$ cat src/rtl/core_pkg.sv
// ============================================================================
// core_pkg : shared types for the hazard / forwarding controller
// Revision : 1.0
// ============================================================================
`default_nettype none

package core_pkg;

  typedef enum logic [1:0] {
    FWD_RF  = 2'b00,
    FWD_WB  = 2'b01,
    FWD_MEM = 2'b10,
    FWD_LOP = 2'b11
  } fwd_sel_e;

  typedef enum logic [1:0] {
    LOP_IDLE = 2'd0,
    LOP_RUN  = 2'd1,
    LOP_DONE = 2'd2
  } lop_state_e;

  localparam int unsigned REG_X0 = 0;

endpackage

`default_nettype wire

$ cat src/rtl/hazard_fwd_scoreboard_fwd_select.sv
// ============================================================================
// fwd_select : priority bypass mux for one EX source operand
// Revision   : 1.0
// ============================================================================
`default_nettype none

module fwd_select
  import core_pkg::*;
#(
  parameter int RA_W = 5
) (
  input  logic [RA_W-1:0] rs_i,
  input  logic            lop_done_i,
  input  logic [RA_W-1:0] lop_rd_i,
  input  logic [RA_W-1:0] mem_rd_i,
  input  logic            mem_we_i,
  input  logic [RA_W-1:0] wb_rd_i,
  input  logic            wb_we_i,
  output fwd_sel_e        sel_o
);

  // The long-op result beats MEM and WB: it is the youngest value for that rd.
  always_comb begin
    sel_o = FWD_RF;
    if (rs_i != RA_W'(REG_X0)) begin
      if (lop_done_i && (lop_rd_i == rs_i))
        sel_o = FWD_LOP;
      else if (mem_we_i && (mem_rd_i == rs_i))
        sel_o = FWD_MEM;
      else if (wb_we_i && (wb_rd_i == rs_i))
        sel_o = FWD_WB;
    end
  end

endmodule

`default_nettype wire

$ cat src/rtl/hazard_fwd_scoreboard.sv
// ============================================================================
// hazard_fwd_scoreboard : EX bypass selects, load-use and long-op interlock.
// Long-op scoreboard built only when HAZ_LOP_SCOREBOARD_EN is defined.
// Revision : 1.0
// ============================================================================
`default_nettype none

module hazard_fwd_scoreboard
  import core_pkg::*;
#(
  parameter int NUM_SRC = 2,
  parameter int RA_W    = 5,
  parameter int LAT_W   = 4
) (
  input  logic                          clk,
  input  logic                          rst_n,
  input  logic                          id_valid_i,
  input  logic [NUM_SRC-1:0][RA_W-1:0]  id_rs_i,
  input  logic                          id_lop_i,
  input  logic [NUM_SRC-1:0][RA_W-1:0]  ex_rs_i,
  input  logic [RA_W-1:0]               ex_rd_i,
  input  logic [RA_W-1:0]               mem_rd_i,
  input  logic [RA_W-1:0]               wb_rd_i,
  input  logic                          ex_regwrite_i,
  input  logic                          mem_regwrite_i,
  input  logic                          wb_regwrite_i,
  input  logic                          ex_memread_i,
  input  logic                          lop_issue_i,
  input  logic [LAT_W-1:0]              lop_lat_i,
  output logic [NUM_SRC-1:0][1:0]       fwd_sel_o,
  output logic                          stall_o,
  output logic                          bubble_o,
  output logic                          lop_done_o,
  output logic [RA_W-1:0]               lop_rd_o,
  output logic                          busy_o,
  output logic                          err_o
);

  logic            ld_use_stall;
  logic            sb_stall;
  logic            lop_done;
  logic [RA_W-1:0] lop_rd;

  always_comb begin
    ld_use_stall = 1'b0;
    for (int i = 0; i < NUM_SRC; i++)
      if (id_rs_i[i] == ex_rd_i) ld_use_stall = 1'b1;
    ld_use_stall = ld_use_stall & ex_memread_i & ex_regwrite_i &
                   (ex_rd_i != RA_W'(REG_X0));
  end

`ifdef HAZ_LOP_SCOREBOARD_EN
  lop_state_e       state_q;
  logic [LAT_W-1:0] cnt_q;
  logic [RA_W-1:0]  rd_q;
  logic             err_q;
  logic [LAT_W-1:0] issue_cnt;
  logic             rd_nz;
  logic             id_hit;

  // L=0 is treated as L=1, so the counter never underflows.
  assign issue_cnt = (lop_lat_i == '0) ? '0 : lop_lat_i - LAT_W'(1);

  always_ff @(posedge clk or negedge rst_n) begin
    if (!rst_n) begin
      state_q <= LOP_IDLE;
      cnt_q   <= '0;
      rd_q    <= '0;
      err_q   <= 1'b0;
    end else begin
      case (state_q)
        LOP_IDLE, LOP_DONE: begin
          if (lop_issue_i) begin
            rd_q    <= ex_rd_i;
            cnt_q   <= issue_cnt;
            state_q <= (issue_cnt == '0) ? LOP_DONE : LOP_RUN;
          end else begin
            state_q <= LOP_IDLE;
          end
        end
        LOP_RUN: begin
          if (lop_issue_i) err_q <= 1'b1;
          cnt_q <= cnt_q - LAT_W'(1);
          if (cnt_q == LAT_W'(1)) state_q <= LOP_DONE;
        end
        default: state_q <= LOP_IDLE;
      endcase
    end
  end

  assign rd_nz = (rd_q != RA_W'(REG_X0));

  always_comb begin
    id_hit = 1'b0;
    for (int i = 0; i < NUM_SRC; i++)
      if (id_rs_i[i] == rd_q) id_hit = 1'b1;
  end

  // In DONE the result is forwarded, so only RUN interlocks.
  assign sb_stall = (state_q == LOP_RUN) &
                    ((rd_nz & id_hit) |
                     (rd_nz & ex_regwrite_i & (ex_rd_i == rd_q)) |
                     id_lop_i);
  assign lop_done = (state_q == LOP_DONE);
  assign lop_rd   = rd_q;
  assign busy_o   = (state_q != LOP_IDLE);
  assign err_o    = err_q;
`else
  logic lop_unused;
  assign lop_unused = ^{clk, id_lop_i, lop_issue_i, lop_lat_i};
  assign sb_stall   = 1'b0;
  assign lop_done   = 1'b0;
  assign lop_rd     = '0;
  assign busy_o     = 1'b0;
  assign err_o      = 1'b0;
`endif

  assign lop_done_o = lop_done;
  assign lop_rd_o   = lop_rd;
  assign stall_o    = rst_n & id_valid_i & (ld_use_stall | sb_stall);
  assign bubble_o   = stall_o;

  generate
    for (genvar g = 0; g < NUM_SRC; g++) begin : g_src
      fwd_sel_e src_sel;
      fwd_select #(.RA_W(RA_W)) u_fwd_select (
        .rs_i       (ex_rs_i[g]),
        .lop_done_i (lop_done),
        .lop_rd_i   (lop_rd),
        .mem_rd_i   (mem_rd_i),
        .mem_we_i   (mem_regwrite_i),
        .wb_rd_i    (wb_rd_i),
        .wb_we_i    (wb_regwrite_i),
        .sel_o      (src_sel)
      );
      assign fwd_sel_o[g] = rst_n ? src_sel : FWD_RF;
    end
  endgenerate

endmodule

`default_nettype wire

$ cat config.mk
export PLATFORM = sky130hd
export DESIGN_NAME = hazard_fwd_scoreboard
export DESIGN_NICKNAME = d
export VERILOG_FILES = /design/src/rtl/core_pkg.sv /design/src/rtl/hazard_fwd_scoreboard_fwd_select.sv /design/src/rtl/hazard_fwd_scoreboard.sv
export SDC_FILE = /design/constraint.sdc
export NUM_CORES = 1
export LEC_CHECK = 0
export CAP_MARGIN = 20
export CORE_MARGIN = 2
export CORE_UTILIZATION = 29
export DETAILED_ROUTE_END_ITERATION = 8
export PLACE_DENSITY = 0.9
export SYNTH_ARGS = -nofsm -noshare
export SYNTH_HDL_FRONTEND = slang
export SYNTH_SLANG_ARGS = --single-unit
$ cat constraint.sdc
create_clock -name vclk -period 3.25
set_clock_uncertainty 0.05 [all_clocks]
set_input_delay 0.8125 -clock vclk [all_inputs]
set_output_delay 0.8125 -clock vclk [all_outputs]
set_load 0.02 [all_outputs]
==> impl_metrics.yaml, run 1 <==
status:
  outcome: "finished, final reports clean"
placement:
  place_congestion: 0.8029
  portBuffers: 47
  placed_cells: 139
  pre_cts_slack_ns: -0.4373
  dpl.hpwl_um: 1616
floorplan:
  die_h_um: 45.13
  io_pins: 62
  coreArea_um2: 1541
  dieArea_um2: 2036
  die_x_um: 45.13
  rows: 14
  start_util_pct: 31.82
route:
  first_iter_violations: 3
  routed_via_density: 4.683
  first_pass_iters: 4
  routed_wl_um: 1812
  wl_per_cell_um: 13.04
  vias: 651
  antenna_left: 0
  drc_errors: 0
global_route:
  grt_pass1_wl_um: 2787
  antenna_found_initial: 0
  grt.total_usage_pct: 17.96
  gr-total-overflow: 0
  grt_max_degree: 4
  grt_pass1_vias: 612
timing:
  finalSetupViolations: 0
  setup_slack_ns: 0.07057
  drv_slew: 0
  timing.hold.ws_ns: 2.177
  post-route-period-util_pct: 97.83
  hold_viol_final: 0
  timing.fmax_ghz: 0.3145
  rsz0062_at_grt: "yes"
  min_period_ns: 3.179
yosys:
  netlist_instances: 66
  yosys.area.top_type: "xor2_1"
  yosysTopAreaCellShare_pct: 26.79
  synth_area_um2: 490.5
  synth_cell_types: 19
  ys_seq_area_share_pct: 0
  yosysWarningCount: 0
  ys_top_cells_by_area: "xor2_1, xnor2_1, buf_4"
  syn_area_per_cell_um2: 7.431
setup_path:
  cp_max_fo: 3
  criticalPathCategory: "in2out"
  cp.required_ns: 2.39
  timing.critical_path.to: "fwd_sel_o[0]"
  cp-end-kind: "output pin"
  cp-startpoint: "ex_rs_i[3]"
  critical_path_arrival_ns: 2.32
  critPathLaunchType: "input pin"
cells_and_area:
  nClkBuffers: 0
  final_core_utilization_pct: 66.96
  register_area_um2: 0
  final_cells: 139
  nFillCells: 127
  drive_above_1_share_pct: 20.33
  fin_nets: 173
  area_delta_synth_final_pct: 110.5
  nFlopsAndLatches: 0
  diodes: 0
power:
  p_leak_nw: 0.4494
  p_per_area_nw_per_um2: 120.8
  peakVddDrop_mv: 0.05234
cts:
  post_cts_buffers: 0
  hold_buffers: 0
run:
  drv_cap: 0
hold_path:
  holdCritPathClass: "in2out"
  hold_path_depth: 6
[what timing repair did]
item,in CTS,in global routing
resized for setup,27,10
endpoints found under the setup margin,6,5
pin swaps,1,5
[layout by cell type, fill, tap and decap left out, types with 2 or more instances in the layout]
cell type,synthesis,layout
and3_1,2,2
and3b_1,2,2
buf_2,0,3
buf_4,9,14
clkdlybuf4s50_1,0,38
conb_1,1,8
dlymetal6s2s_1,0,2
inv_1,2,2
nand3_1,3,3
nand4_1,2,2
nor2_2,1,2
nor3_1,3,2
nor4_1,4,3
or4_4,1,2
xnor2_1,13,13
xor2_1,15,15
[synth_stat cells]
master	n
xnor2_1	13
o221ai_1	1
nand3_1	3
or4_1	1
inv_1	2
or4_4	1
and3_1	2
nand2_1	1
nand4_1	2
xor2_1	15
nor2_1	2
nor2_2	1
and2_1	1
a221oi_1	2
and3b_1	2
conb_1	1
nor4_1	4
nor3_1	3
buf_4	9
[worst max-delay path, cell delays in order]
cell	delay [ns]
clkdlybuf4s50_1	0.52
xor2_1	0.19
nor4_1	0.07
and3_1	0.19
nor4_1	0.31
buf_2	0.22
[cell type report]
cell class | instances | area [um2] | share of cell area, %
Inverter | 2 | 7.507 | 0.7273
Multi-Input combinational cell | 62 | 465.4 | 45.09
Tap cell | 16 | 20.02 | 1.939
Timing Repair Buffer | 59 | 539.3 | 52.24
[logic make-up (layout without fill, tap and decap cells)]
family                    Yosys count  count (layout)  synth area share (%)
xor gates and xnor gates           28              28                 50.00
and+or+nand+nor                    23              23                 28.57
buffers and inverters              11              61                 15.31
AOI/OAI and AO/OA                   3               3                 5.358
other                               1               8                0.7646
[per-layer routing]
metal / part of all wire [%] / track usage, %
met1: 42 / 24.29
met4: 0.66 / 1.176
met3: 6.0 / 1.200
met2: 52 / 32.29
met5: 0 / 0
[worst min path at each step]
stage | startpoint | end | slack, ns
floorplan | rst_n | bubble_o | 1.73
global placement | id_valid_i | bubble_o | 2.64
detailed placement | id_valid_i | bubble_o | 2.65
CTS | ex_rs_i[0] | fwd_sel_o[0] | 2.22
global route | ex_rs_i[2] | fwd_sel_o[0] | 2.24
finish | ex_rs_i[2] | fwd_sel_o[0] | 2.18
[power by group]
| part | total (mW) | switching [mW] | internal (mW) |
|---|---|---|---|
| clock network | 0 | 0 | 0 |
| logic | 0.125 | 0.0499 | 0.0748 |
| registers | 0 | 0 | 0 |
| total | 0.125 | 0.0499 | 0.0748 |
[stage by stage]
| step | power [mW] | TNS, ns | area [um2] |
|---|---|---|---|
| after floorplan | 0.05007 | 0 | 516.7 |
| after global placement | 0.1189 | -1.926 | 1030 |
| after detailed placement | 0.1224 | -2.226 | 1030 |
| after CTS | 0.1226 | 0 | 1021 |
| after global routing | 0.1342 | -0.04166 | 1032 |
| final | 0.1247 | 0 | 1032 |
No activity file was read; power rests on OpenSTA's default activity.
==> run 2, diff against run 1 <==
Settings changed: CAP_MARGIN 20 to not set.
==> results of run 2 <==
Final layout, timing and power as in run 1 (identical DEF).
==> run 3, diff against run 2 <==
Settings changed: CORE_ASPECT_RATIO set to 0.75, CORE_UTILIZATION 29 to 27, PLACE_DENSITY 0.9 to 0.84.
Clock period 3.25 ns to 3.4 ns, I/O delays scaled along.
==> impl_metrics.yaml, run 3 (synthesis results as in run 1) <==
route:
  routed_wl_um: 1875
  wl_per_cell_um: 13.02
  antenna_left: 0
  vias: 641
  routed_via_density: 4.451
  first_pass_iters: 4
  first_iter_violations: 11
  drc_errors: 0
placement:
  portBuffers: 47
  dpl.hpwl_um: 1627
  placed_area_um2: 1030
  place_congestion: 0.7682
cells_and_area:
  area_delta_synth_final_pct: 110.7
  nFlopsAndLatches: 0
  drive_above_1_share_pct: 19.67
  final_cell_area_um2: 1033
  fin_nets: 172
  final_cell_mix: "clkdlybuf4s50_1, xor2_1, xnor2_1"
  layout_commonest_cell: "clkdlybuf4s50_1"
  final_core_utilization_pct: 59.94
  register_area_um2: 0
  diodes: 0
  nClkBuffers: 0
hold_path:
  holdCritPathClass: "in2out"
  hold_path_depth: 4
  hold_start: "ex_rs_i[0]"
  hold-path-endpoint: "fwd_sel_o[0]"
floorplan:
  dieArea_um2: 2177
  die_x_um: 53.22
  start_util_pct: 28.45
  die_h_um: 40.91
  coreArea_um2: 1724
  rows: 13
  io_pins: 62
global_route:
  antenna_found_initial: 0
  grt.total_usage_pct: 16.30
  grt_pass1_wl_um: 2594
  gr-total-overflow: 0
  grt_max_degree: 4
  grt_pass1_vias: 601
power:
  p_leak_nw: 0.4305
  peakVddDrop_mv: 0.05693
  p_per_area_nw_per_um2: 116.9
setup_path:
  cp-end-kind: "output pin"
  cp_cell_sequence: "clkdlybuf4s50_1, xor2_1, nor4_1, and3_1, and3b_1, clkdlybuf4s15_2"
  crit_slowest_cell: "clkdlybuf4s50_1"
  cp.required_ns: 2.50
  criticalPathCategory: "in2out"
  critPathLaunchType: "input pin"
  cp_max_fo: 3
  critical_path_arrival_ns: 2.45
  max_stage_delay_ns: 0.46
timing:
  min_period_ns: 3.355
  drv_slew: 0
  timing.hold.ws_ns: 2.193
  post-route-period-util_pct: 98.67
  finalSetupViolations: 0
  hold_viol_final: 0
  timing.fmax_ghz: 0.2981
run:
  drv_cap: 0
cts:
  post_cts_buffers: 0
status:
  outcome: "finished, final reports clean"
==> run 3: cell types whose count changed in the layout (fill, tap and decap cells not counted) <==
cell | previous run | this run
buf_4 | 14 | 11
clkdlybuf4s50_1 | 38 | 40
clkbuf_2 | 1 | 2
clkdlybuf4s15_2 | 0 | 1
dlygate4sd2_1 | 1 | 0
dlymetal6s2s_1 | 2 | 1
nor3_1 | 2 | 3
nor3_2 | 1 | 0
nor4_1 | 3 | 2
nor4_2 | 1 | 2
==> run 3: routing by layer <==
metal | wire length (um) | up-vias | global-route usage (%)
li1 | - | 327 | -
met1 | 834 | 289 | 20.30
met2 | 971 | 25 | 32.72
met3 | 70 | 0 | 1.095
met4 | 0 | 0 | 0.6410
met5 | 0 | - | 0
==> run 3: cell type report <==
| cell class | count | area (um2) |
|---|---|---|
| fillers | 160 | 690.7 |
| inverters | 2 | 7.507 |
| multi-input cells | 62 | 466.7 |
| well taps | 22 | 27.53 |
| repair buffers | 58 | 531.8 |
==> run 3: timing repair <==
action	in CTS	in global routing
resized for setup	15	16
hold buffers	0	0
endpoints found under the setup margin	6	6
hold endpoints to repair	0	0
gates cloned	0	0
pin swaps	0	3
==> run 3: how the worst max path moves through the flow <==
stage,from,to,depth (start not counted)
finish,ex_rs_i[5],fwd_sel_o[3],6
global route,mem_rd_i[2],fwd_sel_o[1],6
CTS,ex_rd_i[1],bubble_o,6
detailed placement,ex_rd_i[2],bubble_o,6
global placement,ex_rs_i[0],fwd_sel_o[1],6
floorplan,id_rs_i[1],stall_o,5
==> run 3: power breakdown <==
group          switching, mW  total (mW)  internal (mW)  leakage (nW)
registers                  0           0              0             0
logic                 0.0490       0.121         0.0719         0.431
clock network              0           0              0             0
==> run 3: critical path: cells and delay by family <==
kind / cells / cell delay [ns]
XOR/XNOR: 1 / 0.17
AND/OR/NAND/NOR: 3 / 0.72
buffers and inverters: 2 / 0.71
==> run 3: metrics by stage <==
stage | cells | TNS (ns) | power [mW] | setup slack, ns
floorplan | 73 | 0 | 0.04786 | 0.3044
global placement | 144 | -1.677 | 0.1140 | -0.3089
detailed placement | 144 | -1.904 | 0.1165 | -0.3549
CTS | 144 | -0.06625 | 0.1166 | -0.04892
global route | 144 | -0.02819 | 0.1293 | -0.02819
finish | 144 | 0 | 0.1208 | 0.04518
==> RTL edit 1 (settings of run 3) <==
Set the package constant `REG_X0` to 1 (it was 0).
--- a/src/rtl/core_pkg.sv
+++ b/src/rtl/core_pkg.sv
@@ -19,7 +19,7 @@
     LOP_DONE = 2'd2
   } lop_state_e;
 
-  localparam int unsigned REG_X0 = 0;
+  localparam int unsigned REG_X0 = 1;
 
 endpackage
 
Function: changed (Yosys sat finds a counterexample).
==> RTL edit 1 against run 3 <==
- global-route usage shrank 0.27 points
- routed wire length shrank 7.8%
- die area shrank 2.6%
- area after synthesis shrank 2.8%
- fmax shrank 0.47%
- design area grew 2.4%
- first-iteration DRC count shrank 73%
- setup slack lost 16 ps
- non-clock buffer count grew 4
- power grew 0.37%
==> RTL edit 1: results (changes against run 3) <==
----------------------------------------------------
[Power and ir drop]
  Areal power density over the cells ... 115 mW/mm² (-2.0%)
  Maximum vdd drop ... 0.0551 mV (-3.2%)
  Part of the power in registers ... 0 (unchanged)
  NetSw ... 0.0000472 W (-3.7%)
  Power drawn by the combinational cells ... 0.000121 W (about the same)
  Leakage power ... 0.439 nW (+2.0%)

[Global route]
  Pin count of the biggest net entering global routing ... 4 (unchanged)
  Number of global-route vias before repair ... 581 (-3.3%)
  Number of antenna violations at the first check in global routing ... 0 (unchanged)
  All-Layer GR Usage ... 0.160 (-0.00270)
  Global-route wire length before repair ... 2500 µm (-3.5%)

[Place]
  Final HPWL from detailed placement ... 1580 µm (-3.2%)
  Worst slack after detailed placement ... -344 ps (+10.4 ps)
  Number of instances in the placed design ... 146 (+1.4%)
  Dpl cell area ... 0.00105 mm² (+1.6%)
  Routability congestion estimate from global placement ... 0.736 (-4.2%)

[Yosys]
  Top cells by area in the synthesized netlist ... sky130_fd_sc_hd__xor2_1 (33%), sky130_fd_sc_hd__xnor2_1 (22%), sky130_fd_sc_hd__buf_4 (14%), sky130_fd_sc_hd__nor4_1 (9.2%), sky130_fd_sc_hd__nand3_1 (4.2%)
  Number of unique standard cell types used by synthesis ... 13 (-6)
  Synth Area in XOR/XNOR ... 0.551 (+0.0512)
  Post-synthesis compound-gate area fraction ... 0.0184 (-0.0352)
  Top cells by count, synth ... sky130_fd_sc_hd__xor2_1 (18), sky130_fd_sc_hd__xnor2_1 (12), sky130_fd_sc_hd__buf_4 (9)
  Count of mapped cells out of synthesis ... 64 (-3.0%)
  Post-synthesis adder-cell area fraction ... 0 (unchanged)

[Final layout]
  Number of clock buffer instances in the layout ... 0 (unchanged)
  FILL cells ... 153 (-4.4%)
  Post-route design area ... 0.00106 mm² (+2.4%)
  Final instance count without filler cells ... 146 (+1.4%)
  Total inserted antenna cells ... 0 (unchanged)
  Proportion of layout cells with a drive suffix above 1 ... 0.194 (-0.00317)
  Number of flip-flops and latches ... 0 (unchanged)
  Final layout net count ... 174 (+1.2%)

[Route]
  Routed wire length ... 1730 µm (-7.8%)
  Detailed router's first-iteration violation count ... 3 (-8)
  Met2 wire len ... 896 µm (-7.7%)
  WL met1 ... 753 µm (-9.7%)
  Met3 routed WL ... 80 µm (+14%)
  Vias/cell ... 4.36 (-2.0%)

[Timing]
  Hold WS ... 2350 ps (+158 ps)

[Outcome]
  Outcome ... finished, final reports clean

[Setup path]
  Critical Path Fanout Max ... 2 (-1)
  Worst Path Arrival ... 2470 ps (+20 ps)
  Slowest CP cell ... sky130_fd_sc_hd__clkdlybuf4s50_1

[Min path]
  End point of the worst hold path ... bubble_o
  Worst hold stages ... 6 (+2)
  Path type of the worst min-delay path ... input port to primary output
  Hold path startpoint ... ex_rd_i[2]

----------------------------------------------------
==> RTL edit 1: routing by layer <==
layer  vias to the layer above  track usage
li1                        326            -
met1                       292        0.190
met2                        19        0.322
met3                         0       0.0224
met4                         0       0.0128
met5                         -            0
==> RTL edit 1: how the worst max path moves through the flow <==
stage | startpoint | to | slack, ps | cells past startpoint
floorplan | id_rs_i[1] | stall_o | 300 | 5
global placement | ex_rd_i[1] | bubble_o | -330 | 6
detailed placement | ex_rd_i[2] | stall_o | -340 | 6
CTS | ex_rd_i[2] | stall_o | -30 | 6
global route | ex_rd_i[1] | bubble_o | -0.3 | 6
finish | mem_rd_i[0] | fwd_sel_o[3] | 30 | 6
==> RTL edit 1: final cells by class <==
type,instances,area share
timing repair buffer,62,0.545
multi-input combinational,62,0.429
tap,22,0.0260
==> RTL edit 1: what timing repair did <==
item,4_1_cts,5_1_grt
gates resized for setup,14,12
endpoints found under the setup margin,6,5
hold endpoints to repair,0,0
pin swaps,0,1
==> RTL edit 2 (settings of run 3) <==
Made on the original files. `RA_W` is set to 5 in 2 places; all go to 10.
--- a/src/rtl/hazard_fwd_scoreboard_fwd_select.sv
+++ b/src/rtl/hazard_fwd_scoreboard_fwd_select.sv
@@ -7,7 +7,7 @@
 module fwd_select
   import core_pkg::*;
 #(
-  parameter int RA_W = 5
+  parameter int RA_W = 10
 ) (
   input  logic [RA_W-1:0] rs_i,
   input  logic            lop_done_i,
--- a/src/rtl/hazard_fwd_scoreboard.sv
+++ b/src/rtl/hazard_fwd_scoreboard.sv
@@ -9,7 +9,7 @@
   import core_pkg::*;
 #(
   parameter int NUM_SRC = 2,
-  parameter int RA_W    = 5,
+  parameter int RA_W    = 10,
   parameter int LAT_W   = 4
 ) (
   input  logic                          clk,
Interface: changed (6 resized); port bits go from 62 to 102. The function was not compared with the original's and may differ.
==> RTL edit 2 against run 3 <==
- critical path type unchanged
- power is 89% higher
- combinational power is 89% higher
- area after synthesis increased by 83%
- design area is 85% higher
- highest routed layer is now met4
- largest power group unchanged
- setup slack gained 23 ps
- via count up 88%
- routed wire length up 92%
==> RTL edit 2: results (changes against run 3) <==
----------------------------------------------------
[Outcome]
  Outcome ... finished, final reports clean

[Route]
  Met3 routed WL ... 272 µm (+290%)
  Detailed router's first-iteration violation count ... 18 (+7)
  WL met1 ... 1470 µm (+76%)
  Highest metal layer used by the detailed router ... met4
  Vias/cell ... 4.64 (+4.3%)
  Detail-routed net length per standard cell ... 13.9 µm (+6.5%)

[Global route]
  Global-route wire length before repair ... 5330 µm (+110%)
  Number of global-route vias before repair ... 1206 (+100%)
  Met2 track demand over resource ... 0.321 (-0.00641)
  All-Layer GR Usage ... 0.176 (+0.0128)

[Setup path]
  Worst Path Arrival ... 2430 ps (-20 ps)
  Endpoint of the worst setup timing path ... bubble_o

[Place]
  Worst slack after detailed placement ... -417 ps (-62.4 ps)
  Number of instances in the placed design ... 259 (+80%)
  Port buffer count ... 82 (+74%)

[Final layout]
  FILL cells ... 296 (+85%)
  Final layout net count ... 304 (+77%)
  Number of flip-flops and latches ... 0 (unchanged)

[Yosys]
  Post-Synthesis Mean Instance Area ... 7.79 µm² (+4.8%)
  Top cells by area in the synthesized netlist ... sky130_fd_sc_hd__xnor2_1 (29%), sky130_fd_sc_hd__xor2_1 (29%), sky130_fd_sc_hd__buf_4 (12%), sky130_fd_sc_hd__nor4_1 (6.3%), sky130_fd_sc_hd__nor4_2 (5.6%)
  Number of unique standard cell types used by synthesis ... 14 (-5)
  Top cells by count, synth ... sky130_fd_sc_hd__xnor2_1 (30), sky130_fd_sc_hd__xor2_1 (30), sky130_fd_sc_hd__buf_4 (14)

[Power and ir drop]
  Maximum vdd drop ... 0.0663 mV (+16%)

[Min path]
  Worst hold stages ... 6 (+2)

----------------------------------------------------
[RTL edit 2: cell types whose count changed in the layout (fill, tap and decap cells not counted), sizes merged, moves of 5 or more]
cell / run 3 / this run
conb: 8 / 13
clkdlybuf4s50: 40 / 72
xnor2: 13 / 30
buf: 14 / 26
nor4: 4 / 13
nand4: 2 / 7
nand3: 3 / 8
xor2: 15 / 30
[RTL edit 2: timing repair]
action,4_1_cts,5_1_grt
gates cloned,0,0
endpoints found under the setup margin,6,6
gates resized for setup,14,20
endpoints found under the hold margin,0,0
buffers inserted,0,0
pin swaps,0,5
[RTL edit 2: worst min path at each step]
stage	start	endpoint	slack, ps
after floorplan	rst_n	bubble_o	1780
after global placement	ex_regwrite_i	stall_o	2740
after detailed placement	ex_regwrite_i	stall_o	2730
after CTS	ex_regwrite_i	stall_o	2360
after global routing	id_valid_i	bubble_o	2400
final	ex_rs_i[13]	fwd_sel_o[2]	2360
[RTL edit 2: where the power goes]
group	switching (W)	internal, W	leakage, nW
clock	0	0	0
sequential	0	0	0
combinational	0.0000923	0.000137	0.751
[RTL edit 2: area by class of cell]
type | count | area [µm²] | area share
Timing Repair Buffer | 106 | 986 | 0.517
Tap cell | 40 | 50.0 | 0.0262
Multi-Input combinational cell | 113 | 871 | 0.457
[RTL edit 2: metrics by stage]
step	cell area [µm²]	power (W)	utilization
floorplan	941	0.0000903	-
detailed placement	1890	0.000224	0.586
global placement	1890	0.000219	0.586
finish	1910	0.000229	0.592
CTS	1880	0.000226	0.585
global route	1910	0.000244	0.592
[RTL edit 2: cell families after synthesis]
kind of cell           Yosys count  synth area share
XOR/XNOR                        60             0.587
other                            1           0.00419
AO/OA/AOI/OAI                    1            0.0168
buffers and inverters           14             0.117
AND/OR/NAND/NOR                 39             0.275
